`config.mk`:
```
export PLATFORM = sky130hd
export DESIGN_NAME = cp0_unit_flat
export DESIGN_NICKNAME = d
export VERILOG_FILES = /design/src/rtl/cp0_unit_if.sv /design/src/rtl/cp0_unit.sv /design/src/flat_wrapper.sv
export SDC_FILE = /design/constraint.sdc
export NUM_CORES = 1
export LEC_CHECK = 0
export BUFFER_PORTS_ARGS = -buffer_cell sky130_fd_sc_hd__buf_2
export CAP_MARGIN = 20
export CORE_UTILIZATION = 48
export DETAILED_ROUTE_END_ITERATION = 10
export GPL_TIMING_DRIVEN = 0
export PLACE_DENSITY = 0.88
export SETUP_SLACK_MARGIN = 0.2
export SYNTH_ARGS = -nofsm -noshare
export SYNTH_HDL_FRONTEND = slang
export SYNTH_SLANG_ARGS = --single-unit
```
`constraint.sdc`:
```
create_clock -name clk -period 2.14 [get_ports clk]
set_input_delay 0.107 -clock clk [delete_from_list [all_inputs] [get_ports clk]]
set_output_delay 0.107 -clock clk [all_outputs]
set_load 0.01 [all_outputs]
```
`src/rtl/cp0_unit_if.sv`:
```
// rtl/cp0_unit_if.sv - pipeline-to-CP0 bus: register access, victim state, exception handshake
interface cp0_unit_if;
   logic [4:0]  A;
   logic [31:0] DIn;
   logic        WE;
   logic [31:0] PC;
   logic        BD;
   logic [4:0]  ExcCode;
   logic [5:0]  HWInt;
   logic        ExlSet;
   logic        ExlClr;
   logic        IntReq;
   logic [31:0] EPC;
   logic [31:0] DOut;

   modport master (
      output A, DIn, WE, PC, BD, ExcCode, HWInt, ExlSet, ExlClr,
      input  IntReq, EPC, DOut
   );

   modport slave (
      input  A, DIn, WE, PC, BD, ExcCode, HWInt, ExlSet, ExlClr,
      output IntReq, EPC, DOut
   );
endinterface

```
`src/rtl/cp0_unit.sv`:
```
// rtl/cp0_unit.sv - CP0 SR/Cause/EPC/PRId register file and interrupt arbiter
// Optional Count/Compare timer source is built when CP0_TIMER_EN is defined.
module cp0_unit #(
   parameter logic [31:0] PRID_VALUE = 32'h0000_5A07
) (
   input  logic         clk,
   input  logic         reset,
   cp0_unit_if.slave    bus
);
   logic [5:0]  sr_im_q, sr_im_d;
   logic        sr_exl_q, sr_exl_d;
   logic        sr_ie_q, sr_ie_d;
   logic        cause_bd_q, cause_bd_d;
   logic [5:0]  cause_ip_q, cause_ip_d;
   logic [4:0]  cause_exc_q, cause_exc_d;
   logic [31:0] epc_q, epc_d;
   logic        ti;
   logic [5:0]  ip_live;
   logic        int_req;
   logic        wr_sr, wr_epc;
   logic [31:0] epc_victim;
   logic [31:0] dout;

`ifdef CP0_TIMER_EN
   logic [31:0] count_q, count_d;
   logic [31:0] compare_q, compare_d;
   logic        ti_q, ti_d;

   assign ti = ti_q;

   // Compare write beats a same-edge match so software can always acknowledge TI.
   always_comb begin
      count_d   = count_q + 32'd1;
      compare_d = compare_q;
      ti_d      = ti_q;
      if (bus.WE && bus.A == 5'd9)
         count_d = bus.DIn;
      if (count_d == compare_q)
         ti_d = 1'b1;
      if (bus.WE && bus.A == 5'd11) begin
         compare_d = bus.DIn;
         ti_d      = 1'b0;
      end
   end

   always_ff @(posedge clk) begin
      if (!reset) begin
         count_q   <= '0;
         compare_q <= '0;
         ti_q      <= 1'b0;
      end else begin
         count_q   <= count_d;
         compare_q <= compare_d;
         ti_q      <= ti_d;
      end
   end
`else
   assign ti = 1'b0;
`endif

   assign ip_live    = bus.HWInt | {ti, 5'b0};
   assign int_req    = (|(ip_live & sr_im_q)) & sr_ie_q & ~sr_exl_q;
   // An mtc0 colliding with exception entry is flushed, so its SR/EPC write is dropped.
   assign wr_sr      = bus.WE && bus.A == 5'd12 && !bus.ExlSet;
   assign wr_epc     = bus.WE && bus.A == 5'd14 && !bus.ExlSet;
   assign epc_victim = bus.BD ? (bus.PC - 32'd4) : bus.PC;

   always_comb begin
      sr_im_d     = sr_im_q;
      sr_exl_d    = sr_exl_q;
      sr_ie_d     = sr_ie_q;
      cause_bd_d  = cause_bd_q;
      cause_ip_d  = ip_live;
      cause_exc_d = cause_exc_q;
      epc_d       = epc_q;
      if (wr_sr) begin
         sr_im_d  = bus.DIn[15:10];
         sr_exl_d = bus.DIn[1];
         sr_ie_d  = bus.DIn[0];
      end
      if (wr_epc)
         epc_d = {bus.DIn[31:2], 2'b00};
      if (bus.ExlSet) begin
         sr_exl_d    = 1'b1;
         cause_bd_d  = bus.BD;
         cause_exc_d = int_req ? 5'd0 : bus.ExcCode;
         epc_d       = {epc_victim[31:2], 2'b00};
      end else if (bus.ExlClr) begin
         sr_exl_d = 1'b0;
      end
   end

   always_ff @(posedge clk) begin
      if (!reset) begin
         sr_im_q     <= '0;
         sr_exl_q    <= 1'b0;
         sr_ie_q     <= 1'b0;
         cause_bd_q  <= 1'b0;
         cause_ip_q  <= '0;
         cause_exc_q <= '0;
         epc_q       <= '0;
      end else begin
         sr_im_q     <= sr_im_d;
         sr_exl_q    <= sr_exl_d;
         sr_ie_q     <= sr_ie_d;
         cause_bd_q  <= cause_bd_d;
         cause_ip_q  <= cause_ip_d;
         cause_exc_q <= cause_exc_d;
         epc_q       <= epc_d;
      end
   end

   always_comb begin
      dout = '0;
      case (bus.A)
`ifdef CP0_TIMER_EN
         5'd9:  dout = count_q;
         5'd11: dout = compare_q;
`endif
         5'd12: dout = {16'b0, sr_im_q, 8'b0, sr_exl_q, sr_ie_q};
         5'd13: dout = {cause_bd_q, 15'b0, cause_ip_q, 3'b0, cause_exc_q, 2'b0};
         5'd14: dout = epc_q;
         5'd15: dout = PRID_VALUE;
         default: dout = '0;
      endcase
   end

   assign bus.IntReq = int_req;
   assign bus.EPC    = epc_q;
   assign bus.DOut   = dout;
endmodule

```
`src/flat_wrapper.sv`:
```
// flat-port wrapper written by rule: the top's interface ports become plain ports
module cp0_unit_flat 
#(
   parameter logic [31:0] PRID_VALUE = 32'h0000_5A07
)
  (clk, reset, bus_A, bus_DIn, bus_WE, bus_PC, bus_BD, bus_ExcCode, bus_HWInt, bus_ExlSet, bus_ExlClr, bus_IntReq, bus_EPC, bus_DOut);
  cp0_unit_if bus_i ();
  input  logic clk;
  input  logic reset;
  input wire logic [$bits(bus_i.A)-1:0] bus_A;
  input wire logic [$bits(bus_i.DIn)-1:0] bus_DIn;
  input wire logic [$bits(bus_i.WE)-1:0] bus_WE;
  input wire logic [$bits(bus_i.PC)-1:0] bus_PC;
  input wire logic [$bits(bus_i.BD)-1:0] bus_BD;
  input wire logic [$bits(bus_i.ExcCode)-1:0] bus_ExcCode;
  input wire logic [$bits(bus_i.HWInt)-1:0] bus_HWInt;
  input wire logic [$bits(bus_i.ExlSet)-1:0] bus_ExlSet;
  input wire logic [$bits(bus_i.ExlClr)-1:0] bus_ExlClr;
  output wire logic [$bits(bus_i.IntReq)-1:0] bus_IntReq;
  output wire logic [$bits(bus_i.EPC)-1:0] bus_EPC;
  output wire logic [$bits(bus_i.DOut)-1:0] bus_DOut;
  assign bus_i.A = bus_A;
  assign bus_i.DIn = bus_DIn;
  assign bus_i.WE = bus_WE;
  assign bus_i.PC = bus_PC;
  assign bus_i.BD = bus_BD;
  assign bus_i.ExcCode = bus_ExcCode;
  assign bus_i.HWInt = bus_HWInt;
  assign bus_i.ExlSet = bus_ExlSet;
  assign bus_i.ExlClr = bus_ExlClr;
  assign bus_IntReq = bus_i.IntReq;
  assign bus_EPC = bus_i.EPC;
  assign bus_DOut = bus_i.DOut;
  cp0_unit #(.PRID_VALUE(PRID_VALUE)) u_core (.clk(clk), .reset(reset), .bus(bus_i));
endmodule
```
After elaboration in Yosys (flattened, before gate mapping):

Index checks and enable logic that the tools add are counted.

* output and inout bits: 65
* register bits: 50
* logic and storage cells: 32

* bitwise operators: 4
* equality and inequality tests: 4
* mux-type cells: 8
* reduce and logical (&&, ||, !) cells: 8
* $add $sub $neg: 1

Operators by type and width (count)
* $pmux 32 s4: 1
* $mux 32: 3
* $sub 32x3->32 const B: 1
* $eq 5x4->1 const B: 4
* $and 6x6->6: 1
* $reduce_or 6->1: 1
* $mux 5: 1
* $logic_and 1x1->1: 4
* $mux 1: 3
* $reduce_bool 3->1: 1
* $and 1x1->1: 2
* $reduce_bool 2->1: 1
* $logic_not 1->1: 1
* $not 1->1: 1

Logic depth before layout (Yosys ltp):

Gate-level depths: netlist (run 1).

* depth after elaboration: 6
* mapped depth: 6

Least setup slack after synthesis (run 1):

OpenSTA, ideal clock, no wires.

* path kind: input -> register
* start: input port bus_BD
* end: register u_core.epc_q[23] (netlist: u_core.bus.EPC[23])
* arrival time: 1.505 ns
* stages on the path: 5
* setup time: 0.062 ns
* required time: 2.078 ns
* setup slack: 0.573 ns
* cell sequence: buf_2 -> or4b_1 -> or3_1 -> or3_1 -> nand3_1

* cells in the longest elaborated chain, start to end: 2

RTL lines
* from (decl): line flat_wrapper.sv:14 `input wire logic [$bits(bus_i.BD)-1:0] bus_BD;`
* $mux 32: line cp0_unit.sv:66 `assign epc_victim = bus.BD ? (bus.PC - 32'd4) : bus.PC;`
* $mux 32: line cp0_unit.sv:83 `if (bus.ExlSet) begin`
* to (signal assigned): line cp0_unit.sv:109 `epc_q <= epc_d;`
* to (decl): line cp0_unit.sv:16 `logic [31:0] epc_q, epc_d;`

Every way passes these cells.
A chain may end at the register's enable or synchronous reset.

Final worst setup path (run 1):

* start: input port bus_A[4]
* end: output port bus_DOut[31]

* cells in the longest elaborated chain, start to end: 2

RTL lines
* from (decl): line flat_wrapper.sv:10 `input wire logic [$bits(bus_i.A)-1:0] bus_A;`
* $eq 5x4->1: line cp0_unit.sv:115 `case (bus.A)`
* $pmux 32 s4 *: line cp0_unit.sv:115
* to (decl): line flat_wrapper.sv:21 `output wire logic [$bits(bus_i.DOut)-1:0] bus_DOut;`

Mark *: on every way between the ends. The rest lies on a longest branch, timed or not.

==> results.sh, run 1 <==
export IMPL_synth_cell_type_count=62
export IMPL_leakagePower_nw=1.875
export IMPL_rows=29
export IMPL_slowest_delay_ps=430
export IMPL_area_sequential_um2=1001
export IMPL_hold_slack_ps=-5.795
export IMPL_start_kind="input pin"
export IMPL_portBuffers=143
export IMPL_maxCapViolCount=0
export IMPL_initial_core_util_pct=50.92
export IMPL_grt_max_degree=17
export IMPL_cts_buffers_inserted=5
export IMPL_timing_fmax_mhz=552.7
export IMPL_netlist_instances=417
export IMPL_clockBufferDepth=2
export IMPL_synth_ff_type="dfxtp_1"
export IMPL_post_place_cells=638
export IMPL_drive_above_1_share_pct=31.05
export IMPL_die_x_um=85.24
export IMPL_instances_no_fill=647
export IMPL_antenna_cells=0
export IMPL_hold_viol_final=1
export IMPL_wl_per_cell_um=19.28
export IMPL_cts_setup_buffers=0
export IMPL_worst_slew_pin_slew_ps=630.4
export IMPL_max_slew_margin_pct=57.97
export IMPL_setup_violations=0
export IMPL_cts_sinks=50
export IMPL_worstHoldPathType="input pin to flip-flop"
export IMPL_routed_via_density=6.377
export IMPL_fin_skew_ps=7.906
export IMPL_dp_hpwl_um=9299
export IMPL_grt_pass1_wl_um=19540
export IMPL_finalCriticalPeriod_ps=1809
export IMPL_rsz0062_at_grt="no"
export IMPL_pre_cts_ws_ps=45.18
export IMPL_final_area_um2=4263
export IMPL_syn_area_per_cell_um2=7.975
export IMPL_violations="negative hold slack"
export IMPL_via_count=4126
export IMPL_ctsHtreeMaxLevel=2
export IMPL_total_power_mw=2.100
export IMPL_core_area_um2=6531
export IMPL_yosysWarnings=0
export IMPL_multi_input_area_um2=2078
export IMPL_area_delta_synth_final_pct=28.18
export IMPL_antenna_found_initial=0
export IMPL_drtAntennaViolNets=0
export IMPL_placed_cell_area_um2=4141
export IMPL_drtIter0Drc=437
export IMPL_route_detailed_drc=0
export IMPL_nets=656
export IMPL_worst_path_buf_inv=4
export IMPL_crit_path_cell_trace="buf_2 -> and4b_1 -> clkbuf_1 -> buf_1 -> nand2_1 -> o21ai_0 -> buf_2"
export IMPL_drv_slew=0
export IMPL_critPathSlowestCell="buf_1"
export IMPL_tns_ps=0
export IMPL_drt_wl_total_um=12470
export IMPL_post_route_period_util_pct=84.54
export IMPL_arrival_ps=1700
export IMPL_synthArstFlopShare_pct=0
export IMPL_synth_seq_cells=50
export IMPL_required_ps=2030
export IMPL_track_usage_pct=34.71
export IMPL_grt_pass1_vias=3841
export IMPL_synth_edff_count=0
export IMPL_peakVddDrop_mv=0.3358
export IMPL_io_pins=151
export IMPL_cpMostUsedCell="buf_2"
export IMPL_dieArea_um2=7265
export IMPL_power_density_nw_per_um2=492.7
export IMPL_gr_total_overflow=0
export IMPL_netlist_area_um2=3326
export IMPL_gp_congestion=0.9882
export IMPL_critPathMaxFanout=10
export IMPL_cts_root_buf="clkbuf_8"
export IMPL_ys_seq_area_share_pct=30.10
export IMPL_final_core_util_pct=65.27
export IMPL_crit_family="buffers and inverters"
export IMPL_crit_type="input pin to primary output"
export IMPL_cts_tree="yes"
export IMPL_nFillCells=595
export IMPL_fp_dieH_um=85.24
export IMPL_endpoint_kind="primary output"
export IMPL_first_pass_iters=5
export IMPL_clock_latency_ps=320
export IMPL_worst_slack_ps=330.8
export IMPL_cts_clk_slew_worst_paths_ps=100
export IMPL_outcome="finished, violations left"
report_power, final:
group / switching [mW] / internal (mW)
Combinational: 0.272 / 0.192
Clock: 0.342 / 0.267
Sequential: 0.0423 / 0.985
final cells by class:
| cell class | instances | area share (%) |
|---|---|---|
| plain buffers | 39 | 5.166 |
| clock buffers | 6 | 1.937 |
| clock inverters | 2 | 0.4109 |
| inverters | 11 | 0.9686 |
| multi-input cells | 318 | 48.75 |
| flip-flops and latches | 50 | 23.48 |
| well taps | 77 | 2.260 |
| repair buffers | 144 | 17.02 |
worst reg2reg max path: stages (launching register included):
cell       delay (ps)
dfxtp_1           390
a22oi_1           130
a311oi_2          580
o2bb2ai_1         160
and2_1            180
worst paths after layout:
path	from	endpoint	slack, ps	depth (start not counted)
min	bus_HWInt[0]	u_core.cause_ip_q[0]	-6	2
min reg2reg	u_core.bus.EPC[7]	u_core.bus.EPC[7]	510	2
max reg2reg	u_core.sr_im_q[2]	u_core.cause_exc_q[0]	600	4
max	bus_A[4]	bus_DOut[31]	330	7
state kept, by name, summed over array words and instances, names as in the netlist:
register	cells
u_core.bus.EPC	30
u_core.cause_bd_q	1
u_core.cause_exc_q	5
u_core.cause_ip_q	6
u_core.sr_exl_q	1
u_core.sr_ie_q	1
u_core.sr_im_q	6
cells by family after synthesis:
group / count (synthesis) / share of synthesized area, %
xor gates and xnor gates: 7 / 1.844
and+or+nand+nor: 193 / 33.11
buffers and inverters: 50 / 7.712
muxes: 11 / 3.311
AOI/OAI and AO/OA: 104 / 23.44
DFF: 50 / 30.10
other: 1 / 0.1128
adders and majority gates: 1 / 0.3762
repair_timing:
| item | 4_1_cts | 5_1_grt |
|---|---|---|
| setup endpoints to repair | 7 | 21 |
| resized for setup | 3 | 4 |
| hold buffers | 1 | 0 |
| hold endpoints to repair | 1 | 0 |
per-layer routing:
layer	up-vias	share of wire, %	track usage [%]
li1	1894	-	-
met1	1906	41	46.42
met2	288	46	56.01
met3	38	9.2	3.891
met4	0	3.3	16.64
met5	-	0	0
cell usage after synthesis (all sizes together) (11+ instances only):
cell    number  area, um2
a211oi      19      142.6
a311oi      12      105.1
and2        13      81.33
and3        31      195.2
clkbuf      32      180.2
dfxtp       50       1001
mux2i       11      110.1
nand2       35      133.9
nand3       20      100.1
nor2        28      105.1
nor3        13      76.33
nor4        12      87.58
o21ai       13      65.06
cells in the final DEF, fill, tap and decap left out, types with 2 or more instances in the layout:
master / n
a21oi_1: 7
a211o_1: 2
or3_1: 9
clkbuf_2: 4
o21ai_0: 13
mux2i_1: 11
buf_4: 2
o2bb2ai_1: 5
o2111ai_1: 2
a311oi_1: 11
conb_1: 2
or4_1: 7
and2_1: 12
nand4_1: 7
and3_1: 30
nand3_1: 20
nand2b_1: 2
o31ai_1: 9
buf_2: 144
nor4_1: 10
clkbuf_1: 22
inv_1: 10
dfxtp_1: 50
and4_1: 3
xor2_1: 4
nor2_1: 28
buf_1: 4
clkbuf_8: 12
a211oi_1: 19
nand2_1: 34
nand3b_1: 2
xnor2_1: 3
o311a_1: 4
nor3_1: 12
a31oi_1: 5
o311ai_0: 8
a22oi_1: 9
nor4_2: 2
clkinv_4: 2
a22o_1: 2
No activity file was read; power rests on OpenSTA's default activity.
==> inputs of run 2 (changes only) <==
Settings changed: ABC_AREA set to 1, CORE_UTILIZATION 48 to 43, PLACE_DENSITY 0.88 to 0.83.
Clock period 2.14 ns to 1.5 ns, I/O delays scaled along.
==> results.sh, run 2 <==
export IMPL_clock_latency_ps=310
export IMPL_finalCriticalPeriod_ps=1357
export IMPL_routed_via_density=5.264
export IMPL_netlist_area_um2=3334
export IMPL_placed_cell_area_um2=4193
export IMPL_yosysWarnings=0
export IMPL_initial_core_util_pct=45.25
export IMPL_cts_tree="yes"
export IMPL_fin_skew_ps=5.773
export IMPL_portBuffers=146
export IMPL_netlist_instances=545
export IMPL_worstSetupStartpoint="u_core.sr_im_q[2]"
export IMPL_leakagePower_nw=2.250
export IMPL_antenna_cells=0
export IMPL_core_area_um2=7370
export IMPL_drt_wl_total_um=11670
export IMPL_crit_type="flip-flop to primary output"
export IMPL_drv_slew=0
export IMPL_layout_common_cells="152 x nand2_1, 152 x buf_2, 72 x inv_1, 68 x nor2_1, 49 x dfxtp_1"
export IMPL_grt_max_degree=16
export IMPL_cts_sinks=50
export IMPL_synth_edff_count=0
export IMPL_slowest_delay_ps=330
export IMPL_dieArea_um2=8111
export IMPL_worst_slew_pin_slew_ps=553.1
export IMPL_ctsHtreeMaxLevel=2
export IMPL_cts_clk_slew_worst_paths_ps=90
export IMPL_clockBufferDepth=2
export IMPL_netlist_top_cells_count="153 x nand2_1, 72 x inv_1, 72 x nor2_1, 50 x dfxtp_1, 42 x a21oi_1"
export IMPL_synth_top_area_share_pct=30.02
export IMPL_post_place_cells=791
export IMPL_drtIter0Drc=307
export IMPL_die_x_um=90.06
export IMPL_cts_root_buf="clkbuf_8"
export IMPL_final_core_util_pct=60.44
export IMPL_min_from="bus_ExcCode[2]"
export IMPL_rows=31
export IMPL_rr_startpoint="u_core.sr_im_q[2]"
export IMPL_critPathMaxFanout=2
export IMPL_largest_reg_flops=30
export IMPL_critPathSlowestCell="dfxtp_2"
export IMPL_maxCapViolCount=0
export IMPL_synth_most_common_cell="nand2_1"
export IMPL_synth_seq_cells=50
export IMPL_hold_viol_final=0
export IMPL_fp_dieH_um=90.06
export IMPL_syn_area_per_cell_um2=6.118
export IMPL_synth_cell_type_count=40
export IMPL_arrival_ps=1280
export IMPL_drtAntennaViolNets=0
export IMPL_io_pins=151
export IMPL_route_detailed_drc=0
export IMPL_nFillCells=733
export IMPL_synth_ff_type="dfxtp_1"
export IMPL_dp_hpwl_um=9227
export IMPL_synthArstFlopShare_pct=0
export IMPL_track_usage_pct=28.12
export IMPL_required_ps=1420
export IMPL_wl_per_cell_um=14.47
export IMPL_rsz0062_at_grt="yes"
export IMPL_outcome="finished, final reports clean"
export IMPL_max_slew_margin_pct=63.13
export IMPL_peakVddDrop_mv=0.4507
export IMPL_setup_violations=0
export IMPL_yosysTopAreaCell="dfxtp_1"
export IMPL_ys_seq_area_share_pct=30.02
export IMPL_instances_no_fill=806
export IMPL_first_pass_iters=5
export IMPL_nets=793
export IMPL_area_delta_synth_final_pct=33.58
export IMPL_timing_fmax_mhz=737.1
export IMPL_power_density_nw_per_um2=741.8
export IMPL_start_kind="flip-flop"
export IMPL_grt_pass1_vias=3936
export IMPL_via_count=4243
export IMPL_endpoint_kind="primary output"
export IMPL_synth_area_leaders="dfxtp_1 30%, nand2_1 17%, inv_1 8.1%, nor2_1 8.1%, a21oi_1 6.3%"
export IMPL_cts_buffers_inserted=5
export IMPL_crit_path_cell_trace="a22o_1 -> a21oi_2 -> nand2_2 -> nand3_4 -> inv_1 -> buf_2"
export IMPL_post_route_period_util_pct=90.44
export IMPL_gr_total_overflow=0
export IMPL_grt_pass1_wl_um=18490
export IMPL_final_area_um2=4454
export IMPL_drive_above_1_share_pct=29.42
export IMPL_antenna_found_initial=0
export IMPL_worstHoldPathType="input pin to flip-flop"
export IMPL_gp_congestion=0.8538
run 2: repair_timing:
action	in CTS	in global routing
buffers inserted	1	0
gates resized for setup	9	13
endpoints found under the hold margin	6	0
gates cloned	0	0
hold buffers	6	0
pin swaps	1	2
setup endpoints to repair	23	25
run 2: critical path, delay by kind of cell, from the launching register on:
family	cells	cell delay, ps
buf+inv	2	160
compound gates	2	340
simple gates	2	140
flops	1	330
run 2: metal layers:
| layer | wire (um) | global-route usage, % | part of all wire [%] | vias up |
|---|---|---|---|---|
| met5 | 0 | 0 | 0 | - |
| met4 | 273 | 10.08 | 2.3 | 0 |
| li1 | - | - | - | 2047 |
| met3 | 893 | 3.469 | 7.7 | 24 |
| met2 | 5703 | 48.66 | 49 | 207 |
| met1 | 4794 | 35.73 | 41 | 1965 |
run 2: cell families (layout without fill, tap and decap cells):
| group | count (synthesis) | count (layout) | synth area share (%) |
|---|---|---|---|
| simple gates | 283 | 283 | 37.15 |
| compound gates | 103 | 103 | 18.27 |
| buf+inv | 99 | 260 | 11.97 |
| flops | 50 | 50 | 30.02 |
| xor+xnor | 8 | 8 | 2.101 |
| fa+ha+maj | 1 | 1 | 0.3752 |
| other cells | 1 | 2 | 0.1125 |
run 2: worst paths after layout:
kind | end | slack [ps] | cells after the start
max | bus_IntReq | 140 | 6
min | u_core.cause_exc_q[2] | 3 | 3
max reg2reg | u_core.cause_exc_q[1] | 340 | 7
min reg2reg | u_core.bus.EPC[23] | 490 | 2
run 2: metrics by stage:
| stage | total power [mW] | hold slack (ps) | setup TNS (ps) | setup slack [ps] |
|---|---|---|---|---|
| after floorplan | 1.814 | 168.5 | 0 | 239.9 |
| after global placement | 2.113 | 269.8 | -1532 | -210.7 |
| after detailed placement | 2.128 | 279.6 | -1784 | -224.2 |
| after CTS | 3.271 | 13.85 | 0 | 130.2 |
| after global routing | 3.425 | 27.23 | 0 | 92.84 |
| final | 3.304 | 2.641 | 0 | 143.3 |
run 2: report_power, final:
group | leakage (nW) | switching, mW | internal [mW]
Combinational | 1.76 | 0.410 | 0.265
Clock | 0.0714 | 0.457 | 0.711
Sequential | 0.414 | 0.0566 | 1.41
Total | 2.25 | 0.924 | 2.38
run 2: final cells by class:
cell class              count  area (um2)  area share [%]
multi-input cells         397        1976           44.35
flip-flops and latches     50        1002           22.50
repair buffers            153       798.3           17.92
inverters                  77       291.5           6.545
well taps                  99       123.9           2.781
plain buffers              22       120.1           2.697
clock buffers               6       82.58           1.854
clock inverters             2       60.06           1.348
==> inputs of run 3 (changes only) <==
Settings changed: CORE_ASPECT_RATIO set to 0.6, CTS_CLUSTER_DIAMETER set to 200.
==> results.sh, run 3 (synthesis results as in run 2) <==
export IMPL_outcome="finished, final reports clean"
export IMPL_fin_skew_ps=5.680
export IMPL_sw_frac_of_total_pct=29.41
export IMPL_post_route_period_util_pct=92.93
export IMPL_use_met2_pct=45.18
export IMPL_crit_type="flip-flop to primary output"
export IMPL_start_kind="flip-flop"
export IMPL_arrival_ps=1320
export IMPL_finalCriticalPeriod_ps=1394
export IMPL_seq_power_share_pct=41.8
export IMPL_route_detailed_drc=0
export IMPL_switchingPower_mw=1.029
export IMPL_wl_per_cell_um=15.72
export IMPL_gp_congestion=0.9187
export IMPL_layout_common_cells="152 x buf_2, 150 x nand2_1, 69 x inv_1, 67 x nor2_1, 49 x dfxtp_1"
export IMPL_io_pins=151
export IMPL_first_pass_iters=6
export IMPL_drtAntennaViolNets=0
export IMPL_die_x_um=115.7
export IMPL_placed_cell_area_um2=4199
export IMPL_dieArea_um2=8122
export IMPL_instances_no_fill=812
export IMPL_antenna_cells=0
export IMPL_cts_buffers_inserted=5
export IMPL_timing_fmax_mhz=717.4
export IMPL_hold_viol_final=0
export IMPL_critPathMaxFanout=2
export IMPL_max_slew_margin_pct=60.15
export IMPL_initial_core_util_pct=45.14
export IMPL_largest_reg_flops=30
export IMPL_area_delta_synth_final_pct=36.29
export IMPL_portBuffers=146
export IMPL_final_common_cell="buf_2"
export IMPL_gr_total_overflow=0
export IMPL_power_frac_comb_pct=20.0
export IMPL_routed_via_density=5.341
export IMPL_antenna_found_initial=0
export IMPL_clock_latency_ps=290
export IMPL_cts_tree="yes"
export IMPL_ctsHtreeMaxLevel=2
export IMPL_pre_cts_ws_ps=-140.3
export IMPL_maxCapViolCount=0
export IMPL_nets=794
export IMPL_peakVddDrop_mv=0.7382
export IMPL_core_area_um2=7387
export IMPL_p_clk_share_pct=38.2
export IMPL_tns_ps=0
export IMPL_drt_wl_total_um=12760
export IMPL_grt_max_degree=18
export IMPL_globalRouteMet3Util_pct=5.816
export IMPL_endpoint_kind="primary output"
export IMPL_final_area_um2=4544
export IMPL_grt_pass1_wl_um=18890
export IMPL_gr_max_usage_layer="met1"
export IMPL_fp_dieH_um=70.21
export IMPL_internal_power_mw=2.470
export IMPL_cts_clk_slew_worst_paths_ps=70
export IMPL_clockBufferDepth=2
export IMPL_dp_hpwl_um=10120
export IMPL_track_usage_pct=30.55
export IMPL_drive_above_1_share_pct=31.21
export IMPL_multi_input_area_um2=2018
export IMPL_required_ps=1420
export IMPL_post_place_cells=796
export IMPL_grt_pass1_vias=3727
export IMPL_setup_violations=0
export IMPL_leakagePower_nw=2.274
export IMPL_cts_sinks=50
export IMPL_power_density_nw_per_um2=770.0
export IMPL_worstHoldPathType="input pin to flip-flop"
export IMPL_grtUsageMet1_pct=46.78
export IMPL_nFillCells=715
export IMPL_rsz0062_at_grt="yes"
export IMPL_via_count=4337
export IMPL_worst_slew_pin_slew_ps=597.8
export IMPL_worst_slack_ps=106.1
export IMPL_drv_slew=0
export IMPL_final_core_util_pct=61.52
export IMPL_area_sequential_um2=1002
export IMPL_cts_root_buf="clkbuf_16"
export IMPL_rows=24
export IMPL_drtIter0Drc=459
## run 3: repair_timing
action | in CTS | in global routing
gates cloned | 0 | 0
setup buffers | 1 | 3
setup endpoints to repair | 25 | 41
gates resized for setup | 8 | 34
pin swaps | 1 | 7
hold buffers | 4 | 0
endpoints found under the hold margin | 4 | 0
## run 3: cell type report
class,count,share of cell area (%)
repair buffers,154,17.76
clock buffers,5,2.753
clock inverters,3,1.046
flip-flops and latches,50,22.05
well taps,104,2.863
multi-input cells,397,44.41
inverters,77,6.443
plain buffers,22,2.671
## run 3: final timing paths
kind         cells after the start  slack (ps)          startpoint                    end
min reg2reg                      2         480  u_core.bus.EPC[24]     u_core.bus.EPC[24]
min                              3           6        bus_HWInt[0]   u_core.cause_ip_q[0]
max                              6         110   u_core.sr_im_q[0]             bus_IntReq
max reg2reg                      7         190   u_core.sr_im_q[0]  u_core.cause_exc_q[3]
## run 3: per-stage QoR
stage / power (mW) / hold WS [ps]
floorplan: 1.814 / 168.5
global placement: 2.127 / 269.8
detailed placement: 2.142 / 276.5
CTS: 3.457 / 10.38
global route: 3.615 / 14.44
finish: 3.499 / 5.502
## run 3: critical path: stages, from the launching register on
cell and delay (ps):
dfxtp_2 320, a22o_1 250, a21oi_2 140, nand2_2 80
nand3_4 90, inv_2 40, buf_6 110
## run 3: metal layers
layer	part of all wire, %	vias to the layer above
met2	42	276
li1	-	2064
met5	0	-
met1	45	1987
met3	12	10
met4	0.45	0
## run 3: power by group through the flow
stage | Clock [mW] | Combinational [mW] | Sequential (mW)
2_1_floorplan | 0 | 0.313 | 1.50
3_3_place_gp | 0 | 0.641 | 1.49
3_5_place_dp | 0 | 0.652 | 1.49
4_1_cts | 1.33 | 0.668 | 1.46
5_1_grt | 1.38 | 0.768 | 1.47
6_report | 1.34 | 0.701 | 1.46
